### config.mk
export PLATFORM = sky130hd
export DESIGN_NAME = pipe_hazard_ctrl
export DESIGN_NICKNAME = d
export VERILOG_FILES = /design/src/rtl/pipe_ctrl_pkg.sv /design/src/rtl/load_use_detect.sv /design/src/rtl/pipe_hazard_ctrl.sv
export SDC_FILE = /design/constraint.sdc
export NUM_CORES = 1
export LEC_CHECK = 0
export CORE_AREA = 10 10 52 95
export CTS_CLUSTER_SIZE = 30
export DETAILED_ROUTE_END_ITERATION = 12
export DIE_AREA = 0 0 62 105
export PLACE_DENSITY = 0.89
export SKIP_CTS_REPAIR_TIMING = 1
export SLEW_MARGIN = 5
export SYNTH_ARGS = -nofsm -noshare
export SYNTH_HDL_FRONTEND = slang
export SYNTH_SLANG_ARGS = --single-unit
### constraint.sdc
create_clock -name clk -period 1.6 [get_ports clk]
set_clock_uncertainty 0.1 [all_clocks]
set_input_delay 0.24 -clock clk [delete_from_list [all_inputs] [get_ports clk]]
set_output_delay 0.24 -clock clk [all_outputs]
set_load 0.1 [all_outputs]
### src/rtl/pipe_ctrl_pkg.sv
// Shared definitions for the pipeline sequencer and its helpers:
// FSM state encodings, the zero-register index and the control-vector layout.
package pipe_ctrl_pkg;

    localparam int REG_ADDR_W = 5;
    localparam int STATE_W    = 2;
    localparam int CTRL_W     = 6;

    localparam logic [REG_ADDR_W-1:0] REG_ZERO = 5'd0;

    typedef enum logic [STATE_W-1:0] {
        ST_IDLE  = 2'd0,
        ST_RUN   = 2'd1,
        ST_STEP  = 2'd2,
        ST_DRAIN = 2'd3
    } pipe_state_e;

    // Enable/clear bundle for the PC and the four pipeline latches.
    typedef struct packed {
        logic pc_en;
        logic ifid_en;
        logic ifid_clr;
        logic idex_en;
        logic idex_clr;
        logic back_en;
    } ctrl_vec_t;

    // Pipeline fully frozen: nothing loads, nothing clears.
    function automatic ctrl_vec_t ctrl_freeze();
        ctrl_vec_t c;
        c = '{pc_en: 1'b0, ifid_en: 1'b0, ifid_clr: 1'b0,
              idex_en: 1'b0, idex_clr: 1'b0, back_en: 1'b0};
        return c;
    endfunction

    // Normal advance: every latch loads, no bubbles.
    function automatic ctrl_vec_t ctrl_flow();
        ctrl_vec_t c;
        c = '{pc_en: 1'b1, ifid_en: 1'b1, ifid_clr: 1'b0,
              idex_en: 1'b1, idex_clr: 1'b0, back_en: 1'b1};
        return c;
    endfunction

    // Load-use stall: hold PC and IF/ID, inject a bubble into ID/EX.
    function automatic ctrl_vec_t ctrl_stall();
        ctrl_vec_t c;
        c = '{pc_en: 1'b0, ifid_en: 1'b1, ifid_clr: 1'b0,
              idex_en: 1'b1, idex_clr: 1'b1, back_en: 1'b1};
        c.ifid_en = 1'b0;
        return c;
    endfunction

endpackage

### src/rtl/load_use_detect.sv
// Load-use hazard detector: flags an ID instruction that sources the
// destination of a load currently in EX. Pure combinational so the
// forwarding unit can reuse it.
module load_use_detect
    import pipe_ctrl_pkg::*;
(
    input  logic                  ex_mem_to_reg,
    input  logic [REG_ADDR_W-1:0] ex_rt,
    input  logic [REG_ADDR_W-1:0] id_rs,
    input  logic [REG_ADDR_W-1:0] id_rt,
    input  logic                  id_uses_rt,
    output logic                  load_use
);

    logic rs_hit_s;
    logic rt_hit_s;

    // Compare the load destination against both ID sources; $zero never hazards.
    always_comb begin
        rs_hit_s = (ex_rt == id_rs);
        rt_hit_s = id_uses_rt & (ex_rt == id_rt);
        load_use = ex_mem_to_reg & (ex_rt != REG_ZERO) & (rs_hit_s | rt_hit_s);
    end

endmodule

### src/rtl/pipe_hazard_ctrl.sv
// Central sequencer for the 5-stage pipeline: combines load-use stalls,
// branch flushes, debug run/step/halt and end-of-program drain into the
// enable/clear controls of the PC and pipeline latches.
// Optional performance counters are built when PIPE_PERF_CNT_EN is defined;
// otherwise cycle_cnt and stall_cnt read as zero.
module pipe_hazard_ctrl
    import pipe_ctrl_pkg::*;
#(
    parameter int DRAIN_CYCLES = 3,
    parameter int CNT_W        = 32
)
(
    input  logic                  clk,
    input  logic                  reset,
    input  logic                  run_cmd,
    input  logic                  step_cmd,
    input  logic                  halt_cmd,
    input  logic [REG_ADDR_W-1:0] id_rs,
    input  logic [REG_ADDR_W-1:0] id_rt,
    input  logic                  id_uses_rt,
    input  logic                  branch_taken,
    input  logic                  ex_mem_to_reg,
    input  logic [REG_ADDR_W-1:0] ex_rt,
    input  logic                  ex_eop,
    output logic                  pc_en,
    output logic                  ifid_en,
    output logic                  ifid_clr,
    output logic                  idex_en,
    output logic                  idex_clr,
    output logic                  back_en,
    output logic [STATE_W-1:0]    state,
    output logic                  halted,
    output logic [CNT_W-1:0]      cycle_cnt,
    output logic [CNT_W-1:0]      stall_cnt
);

    localparam int DRN_W = (DRAIN_CYCLES > 1) ? $clog2(DRAIN_CYCLES) : 1;
    localparam logic [DRN_W-1:0] DRAIN_INIT = DRN_W'(DRAIN_CYCLES - 1);

    pipe_state_e      state_q;
    pipe_state_e      state_d;
    logic             halted_q;
    logic             halted_d;
    logic [DRN_W-1:0] drain_q;
    logic [DRN_W-1:0] drain_d;

    logic             load_use_s;
    logic             adv_s;
    ctrl_vec_t        ctrl_s;

    load_use_detect u_load_use_detect (
        .ex_mem_to_reg (ex_mem_to_reg),
        .ex_rt         (ex_rt),
        .id_rs         (id_rs),
        .id_rt         (id_rt),
        .id_uses_rt    (id_uses_rt),
        .load_use      (load_use_s)
    );

    assign adv_s = (state_q != ST_IDLE);

    // State, halted flag and drain counter registers with synchronous reset.
    always_ff @(posedge clk) begin
        if (reset) begin
            state_q  <= ST_IDLE;
            halted_q <= 1'b0;
            drain_q  <= {DRN_W{1'b0}};
        end else begin
            state_q  <= state_d;
            halted_q <= halted_d;
            drain_q  <= drain_d;
        end
    end

    // Next-state logic: debug commands, end-of-program detection and drain countdown.
    always_comb begin
        state_d  = state_q;
        halted_d = halted_q;
        drain_d  = drain_q;
        case (state_q)
            ST_IDLE: begin
                // Once halted, only reset can restart the pipe.
                if (!halted_q && run_cmd) begin
                    state_d = ST_RUN;
                end else if (!halted_q && step_cmd) begin
                    state_d = ST_STEP;
                end else begin
                    state_d = ST_IDLE;
                end
            end
            ST_RUN: begin
                // A stalled eop has not really left EX yet, so wait for the stall to clear.
                if (halt_cmd) begin
                    state_d = ST_IDLE;
                end else if (ex_eop && !load_use_s) begin
                    state_d = ST_DRAIN;
                    drain_d = DRAIN_INIT;
                end else begin
                    state_d = ST_RUN;
                end
            end
            ST_STEP: begin
                if (ex_eop) begin
                    state_d = ST_DRAIN;
                    drain_d = DRAIN_INIT;
                end else begin
                    state_d = ST_IDLE;
                end
            end
            ST_DRAIN: begin
                // Debug commands are deliberately ignored until the pipe is empty.
                if (drain_q == {DRN_W{1'b0}}) begin
                    state_d  = ST_IDLE;
                    halted_d = 1'b1;
                end else begin
                    state_d = ST_DRAIN;
                    drain_d = drain_q - {{(DRN_W-1){1'b0}}, 1'b1};
                end
            end
            default: begin
                state_d = ST_IDLE;
                drain_d = {DRN_W{1'b0}};
            end
        endcase
    end

    // Output decode: zero-latency latch controls; load-use beats both drain and branch flush.
    always_comb begin
        ctrl_s = ctrl_freeze();
        if (!adv_s) begin
            ctrl_s = ctrl_freeze();
        end else if (load_use_s) begin
            ctrl_s = ctrl_stall();
        end else if (state_q == ST_DRAIN) begin
            ctrl_s          = ctrl_flow();
            ctrl_s.pc_en    = 1'b0;
            ctrl_s.ifid_clr = 1'b1;
        end else if (branch_taken) begin
            ctrl_s          = ctrl_flow();
            ctrl_s.ifid_clr = 1'b1;
        end else begin
            ctrl_s = ctrl_flow();
        end
    end

    assign pc_en    = ctrl_s.pc_en;
    assign ifid_en  = ctrl_s.ifid_en;
    assign ifid_clr = ctrl_s.ifid_clr;
    assign idex_en  = ctrl_s.idex_en;
    assign idex_clr = ctrl_s.idex_clr;
    assign back_en  = ctrl_s.back_en;
    assign state    = state_q;
    assign halted   = halted_q;

`ifdef PIPE_PERF_CNT_EN
    localparam logic [CNT_W-1:0] CNT_MAX = {CNT_W{1'b1}};
    localparam logic [CNT_W-1:0] CNT_ONE = {{(CNT_W-1){1'b0}}, 1'b1};

    logic [CNT_W-1:0] cycle_cnt_q;
    logic [CNT_W-1:0] cycle_cnt_d;
    logic [CNT_W-1:0] stall_cnt_q;
    logic [CNT_W-1:0] stall_cnt_d;

    // Saturating increment of the advance and stall counters.
    always_comb begin
        cycle_cnt_d = cycle_cnt_q;
        stall_cnt_d = stall_cnt_q;
        if (adv_s && (cycle_cnt_q != CNT_MAX)) begin
            cycle_cnt_d = cycle_cnt_q + CNT_ONE;
        end else begin
            cycle_cnt_d = cycle_cnt_q;
        end
        if (adv_s && load_use_s && (stall_cnt_q != CNT_MAX)) begin
            stall_cnt_d = stall_cnt_q + CNT_ONE;
        end else begin
            stall_cnt_d = stall_cnt_q;
        end
    end

    // Performance counter registers with synchronous reset.
    always_ff @(posedge clk) begin
        if (reset) begin
            cycle_cnt_q <= {CNT_W{1'b0}};
            stall_cnt_q <= {CNT_W{1'b0}};
        end else begin
            cycle_cnt_q <= cycle_cnt_d;
            stall_cnt_q <= stall_cnt_d;
        end
    end

    assign cycle_cnt = cycle_cnt_q;
    assign stall_cnt = stall_cnt_q;
`else
    assign cycle_cnt = {CNT_W{1'b0}};
    assign stall_cnt = {CNT_W{1'b0}};
`endif

endmodule

### After elaboration in Yosys (flattened, before gate mapping)

Cells that the tools add are included.

| storage, ports and cells | value |
|---|---|
| register bits | 5 |
| input bits | 24 |
| output and inout bits | 73 |
| logic and storage cells | 45 |

| cells by class | value |
|---|---|
| $add $sub $neg | 1 |
| eq/ne operators | 9 |
| muxes and demuxes | 16 |
| bitwise logic cells | 4 |
| reductions and logical operators | 12 |

Operators with widths:

| operator | count |
|---|---|
| 2-bit 2-to-1 mux | 10 |
| 6-bit 2-to-1 mux | 3 |
| 5-bit equality test | 2 |
| 2-bit inequality test, second input constant | 4 |
| 2-bit case mux with 4 select lines | 1 |
| 2-bit case mux with 3 select lines | 1 |
| 5-bit AND reduction | 1 |
| 5-bit nonzero test | 1 |
| 2-bit equality test, second input constant | 2 |
| 2-bit logical NOT | 2 |
| 4-bit 2-to-1 mux | 1 |
| 1-bit AND | 3 |
| 1-bit logical AND | 3 |
| 3-bit nonzero test | 1 |
| 2-bit by 1-bit equality test with 1-bit output, second input constant | 1 |
| 1-bit logical NOT | 2 |
| 2-bit AND reduction | 1 |
| 2-bit nonzero test | 1 |
| 2-bit by 1-bit subtractor with 2-bit output, second input constant | 1 |
| 1-bit OR | 1 |

### Longest topological paths before layout

| depth | value |
|---|---|
| word-level depth | 9 |
| depth in mapped cells | 6 |

### Cells and area by module

From an unflattened synthesis, not the netlist that was laid out.

| unflattened totals | value |
|---|---|
| cells, all modules | 122 |
| area, all modules | 945.9 sq um |

By module, submodules not included:

| module | times used | cells each | area an instance (sq um) |
|---|---|---|---|
| pipe_hazard_ctrl | 1 | 105 | 813.3 |
| load_use_detect | 1 | 17 | 132.6 |

### Worst setup path after synthesis

OpenSTA, ideal clock, no wires.

| timing path | value |
|---|---|
| path kind | register to output |
| start | register state_q[1], in the netlist state[1] |
| end | output ifid_clr |
| arrival | 2956 ps |
| path slack | -1696 ps |
| stages on the path, launching flop included | 4 |
| cell sequence | dfxtp_1 -> buf_2 -> o21ai_0 -> a22oi_1 |

| on the way | value |
|---|---|
| word-level cells in the longest chain between the ends | 4 |
| elaborated cells between the ends (all ways) | 5 |
| those cells by class | eq/ne: 1; mux: 3; reduce/logical: 1 |

RTL lines:

| element | RTL line | text |
|---|---|---|
| start, declared | pipe_hazard_ctrl.sv:40 | `pipe_state_e state_q;` |
| start signal, assigned | pipe_hazard_ctrl.sv:69 | `state_q <= state_d;` |
| 2-bit equality test | pipe_hazard_ctrl.sv:134 | `end else if (state_q == ST_DRAIN) begin` |
| 6-bit 2-to-1 mux | pipe_hazard_ctrl.sv:134 |  |
| 6-bit 2-to-1 mux | pipe_hazard_ctrl.sv:132 | `end else if (load_use_s) begin` |
| 6-bit 2-to-1 mux * | pipe_hazard_ctrl.sv:130 | `if (!adv_s) begin` |
| end, declared | pipe_hazard_ctrl.sv:27 | `output logic ifid_clr,` |

Mark *: on every way between the ends. The rest lies on a longest branch, timed or not.

### Worst setup path after layout

| timing path | value |
|---|---|
| start | input ex_rt[4] |
| end | output ifid_clr |

| on the way | value |
|---|---|
| word-level cells in the longest chain between the ends | 6 |
| elaborated cells between the ends (all ways) | 9 |
| those cells by class | eq/ne: 2; mux: 2; bitwise: 4; reduce/logical: 1 |

RTL lines:

| element | RTL line | text |
|---|---|---|
| start, declared | pipe_hazard_ctrl.sv:23 | `input logic [REG_ADDR_W-1:0] ex_rt,` |
| 5-bit equality test | load_use_detect.sv:21 | `rt_hit_s = id_uses_rt & (ex_rt == id_rt);` |
| 1-bit AND | load_use_detect.sv:21 |  |
| 1-bit OR | load_use_detect.sv:22 | `load_use = ex_mem_to_reg & (ex_rt != REG_ZERO) & (rs_hit_s \| rt_hit_s);` |
| 1-bit AND * | load_use_detect.sv:22 |  |
| 6-bit 2-to-1 mux * | pipe_hazard_ctrl.sv:132 |  |
| 6-bit 2-to-1 mux * | pipe_hazard_ctrl.sv:130 |  |

Marked as above.

==> results.sh <==
export IMPL_synth_top_area_share_pct=49.4
export IMPL_cp_arrival_ns=1.56
export IMPL_hold_start="run_cmd"
export IMPL_grt_pass1_wl_mm=4.04
export IMPL_design_area_um2=1520
export IMPL_netlist_cell_type_count=31
export IMPL_syn_avg_cell_area_um2=7.66
export IMPL_r2r_start="state[1]"
export IMPL_startpoint_type="primary input"
export IMPL_min_period_over_period_pct=119
export IMPL_die_x_um=62
export IMPL_io_pins=97
export IMPL_power_density_nw_per_um2=1330
export IMPL_wirelength_mm=3.12
export IMPL_ys_warn_count=0
export IMPL_synthFlopType="dfxtp_1"
export IMPL_portBuffers=32
export IMPL_drive_gt1_share_pct=31.7
export IMPL_die_y_um=105
export IMPL_fin_ws_ns=-0.297
export IMPL_status="finished, violations left"
export IMPL_viasPerCell=3.81
export IMPL_hold_end="state[0]"
export IMPL_htree_levels=1
export IMPL_clock_sinks=5
export IMPL_start_util_pct=28.9
export IMPL_yosysSeqAreaShare_pct=10.1
export IMPL_clk_path_buf_depth=2
export IMPL_synth_area_leaders="buf_4 (49%), dfxtp_1 (10%), xnor2_1 (9.7%)"
export IMPL_dr_first_iter_drc_count=7
export IMPL_clk_pin_slew_ns=0.03
export IMPL_critPathRequiredTime_ns=1.26
export IMPL_overflow=0
export IMPL_final_nets=206
export IMPL_die_area_um2=6510
export IMPL_ff2ff_setup_slack_ns=0.02
export IMPL_drcViolationCount=0
export IMPL_dr_total_vias=868
export IMPL_dp_hpwl_mm=2.60
export IMPL_final_hold_violation_count=0
export IMPL_path_max_fanout=5
export IMPL_whs_path_depth=3
export IMPL_num_antenna_cells=0
export IMPL_antenna_found_initial=0
export IMPL_drtPass1Iterations=2
export IMPL_finalMaxSlewViolations=0
export IMPL_gr_usage_all_layers_pct=7.73
export IMPL_gp_congestion=0.781
export IMPL_final_common_cell="conb_1"
export IMPL_ant_nets=0
export IMPL_hold_worst_slack_ns=0.261
export IMPL_max_freq_mhz=527
export IMPL_insertion_delay_ns=0.22
export IMPL_rows=30
export IMPL_r2r_end="drain_q[0]"
export IMPL_area_growth_pct=54.2
export IMPL_grt_max_degree=12
export IMPL_fin_crit_ns=1.90
export IMPL_violations="negative setup slack"
export IMPL_cts_root_buf="clkbuf_8"
export IMPL_min_path_type="primary input to register"
export IMPL_rsz0062_at_grt="true"
export IMPL_synth_edff_count=0
export IMPL_power_leakage_nw=0.803
export IMPL_crit_path_start="ex_rt[4]"
export IMPL_worstSetupEndpointType="output pin"
export IMPL_rr_worst_depth=5
export IMPL_cts_tree="yes"
export IMPL_synth_top_area_cell="buf_4"
export IMPL_netlist_instances=129
export IMPL_core_area_um2=3420
export IMPL_vdd_ir_drop_max_mv=1.10
export IMPL_setup_viol=4
export IMPL_final_cell_mix="conb_1 (64), dlymetal6s2s_1 (15), buf_4 (15)"
export IMPL_drv_cap=0
export IMPL_first_global_vias=977
export IMPL_p_total_mw=2.02
export IMPL_netlist_area_um2=988
export IMPL_critical_path_class="primary input to output pin"
export IMPL_async_flop_share_pct=0
export IMPL_synth_seq_cells=5
export IMPL_cts_buffers=3
export IMPL_wl_per_cell_um=13.7
export IMPL_dpl_cell_area_um2=1340
## power breakdown
part,internal (mW),switching [mW],leakage [nW]
sequential,0.147,0.0383,0.0434
combinational,0.397,1.21,0.737
clock,0.171,0.0609,0.0228
## cell families after synthesis
family | share of synthesized area [%]
other | 0.379
multiplexers | 1.14
flip-flops | 10.1
AO/OA/AOI/OAI | 13.2
buffers and inverters | 51.5
AND/OR/NAND/NOR | 12.7
adder cells (fa/ha/maj) | 1.27
XOR/XNOR | 9.75
## worst max-delay path, cell delays in order
cell	delay (ns)
buf_6	0.09
or4_4	0.54
o21a_4	0.26
a22oi_2	0.21
buf_12	0.21
## registers in the layout, indices dropped and copies added (netlist names)
register,flops
halted,1
drain_q,2
state,2
## cells in the mapped netlist (2+ instances only)
cell	instances
inv_1	3
xnor2_1	11
o21ai_0	2
a21oi_1	5
nor3_1	3
nor2_1	5
nand2_1	6
a31oi_1	2
buf_2	2
buf_4	65
dfxtp_1	5
## per-stage QoR
stage | worst slack [ns] | std cells | setup TNS, ns | utilization (%)
6_report | -0.297 | 228 | -1.02 | 44.6
5_1_grt | -0.352 | 228 | -1.25 | 44.6
4_1_cts | -0.702 | 222 | -3.05 | 40.6
3_5_place_dp | -0.699 | 218 | -3.70 | 39.3
3_3_place_gp | -0.667 | 218 | -3.51 | 39.3
2_1_floorplan | -0.682 | 192 | -2.59 | -
## worst max-delay path by stage
stage	slack, ns	cells after the start	end
floorplan	-0.68	3	ifid_clr
global placement	-0.67	5	ifid_clr
detailed placement	-0.70	5	ifid_clr
CTS	-0.70	5	ifid_clr
global route	-0.35	5	ifid_clr
finish	-0.30	5	ifid_clr
## layer usage
| metal | GRT usage (%) | part of all wire [%] |
|---|---|---|
| met1 | 8.25 | 40 |
| met2 | 12.6 | 45 |
| met3 | 4.85 | 15 |
| met4 | 0.965 | 0 |
| met5 | 0 | 0 |
## final cells by class
type | count | area (um2)
Clock buffer | 4 | 45.0
Multi-Input combinational cell | 117 | 688
Timing Repair Buffer | 51 | 603
Tap cell | 48 | 60.1
Sequential cell | 5 | 113
Inverter | 3 | 15.0
Fill cell | 322 | 1890
Note: power is estimated with default switching activity, not from simulation.
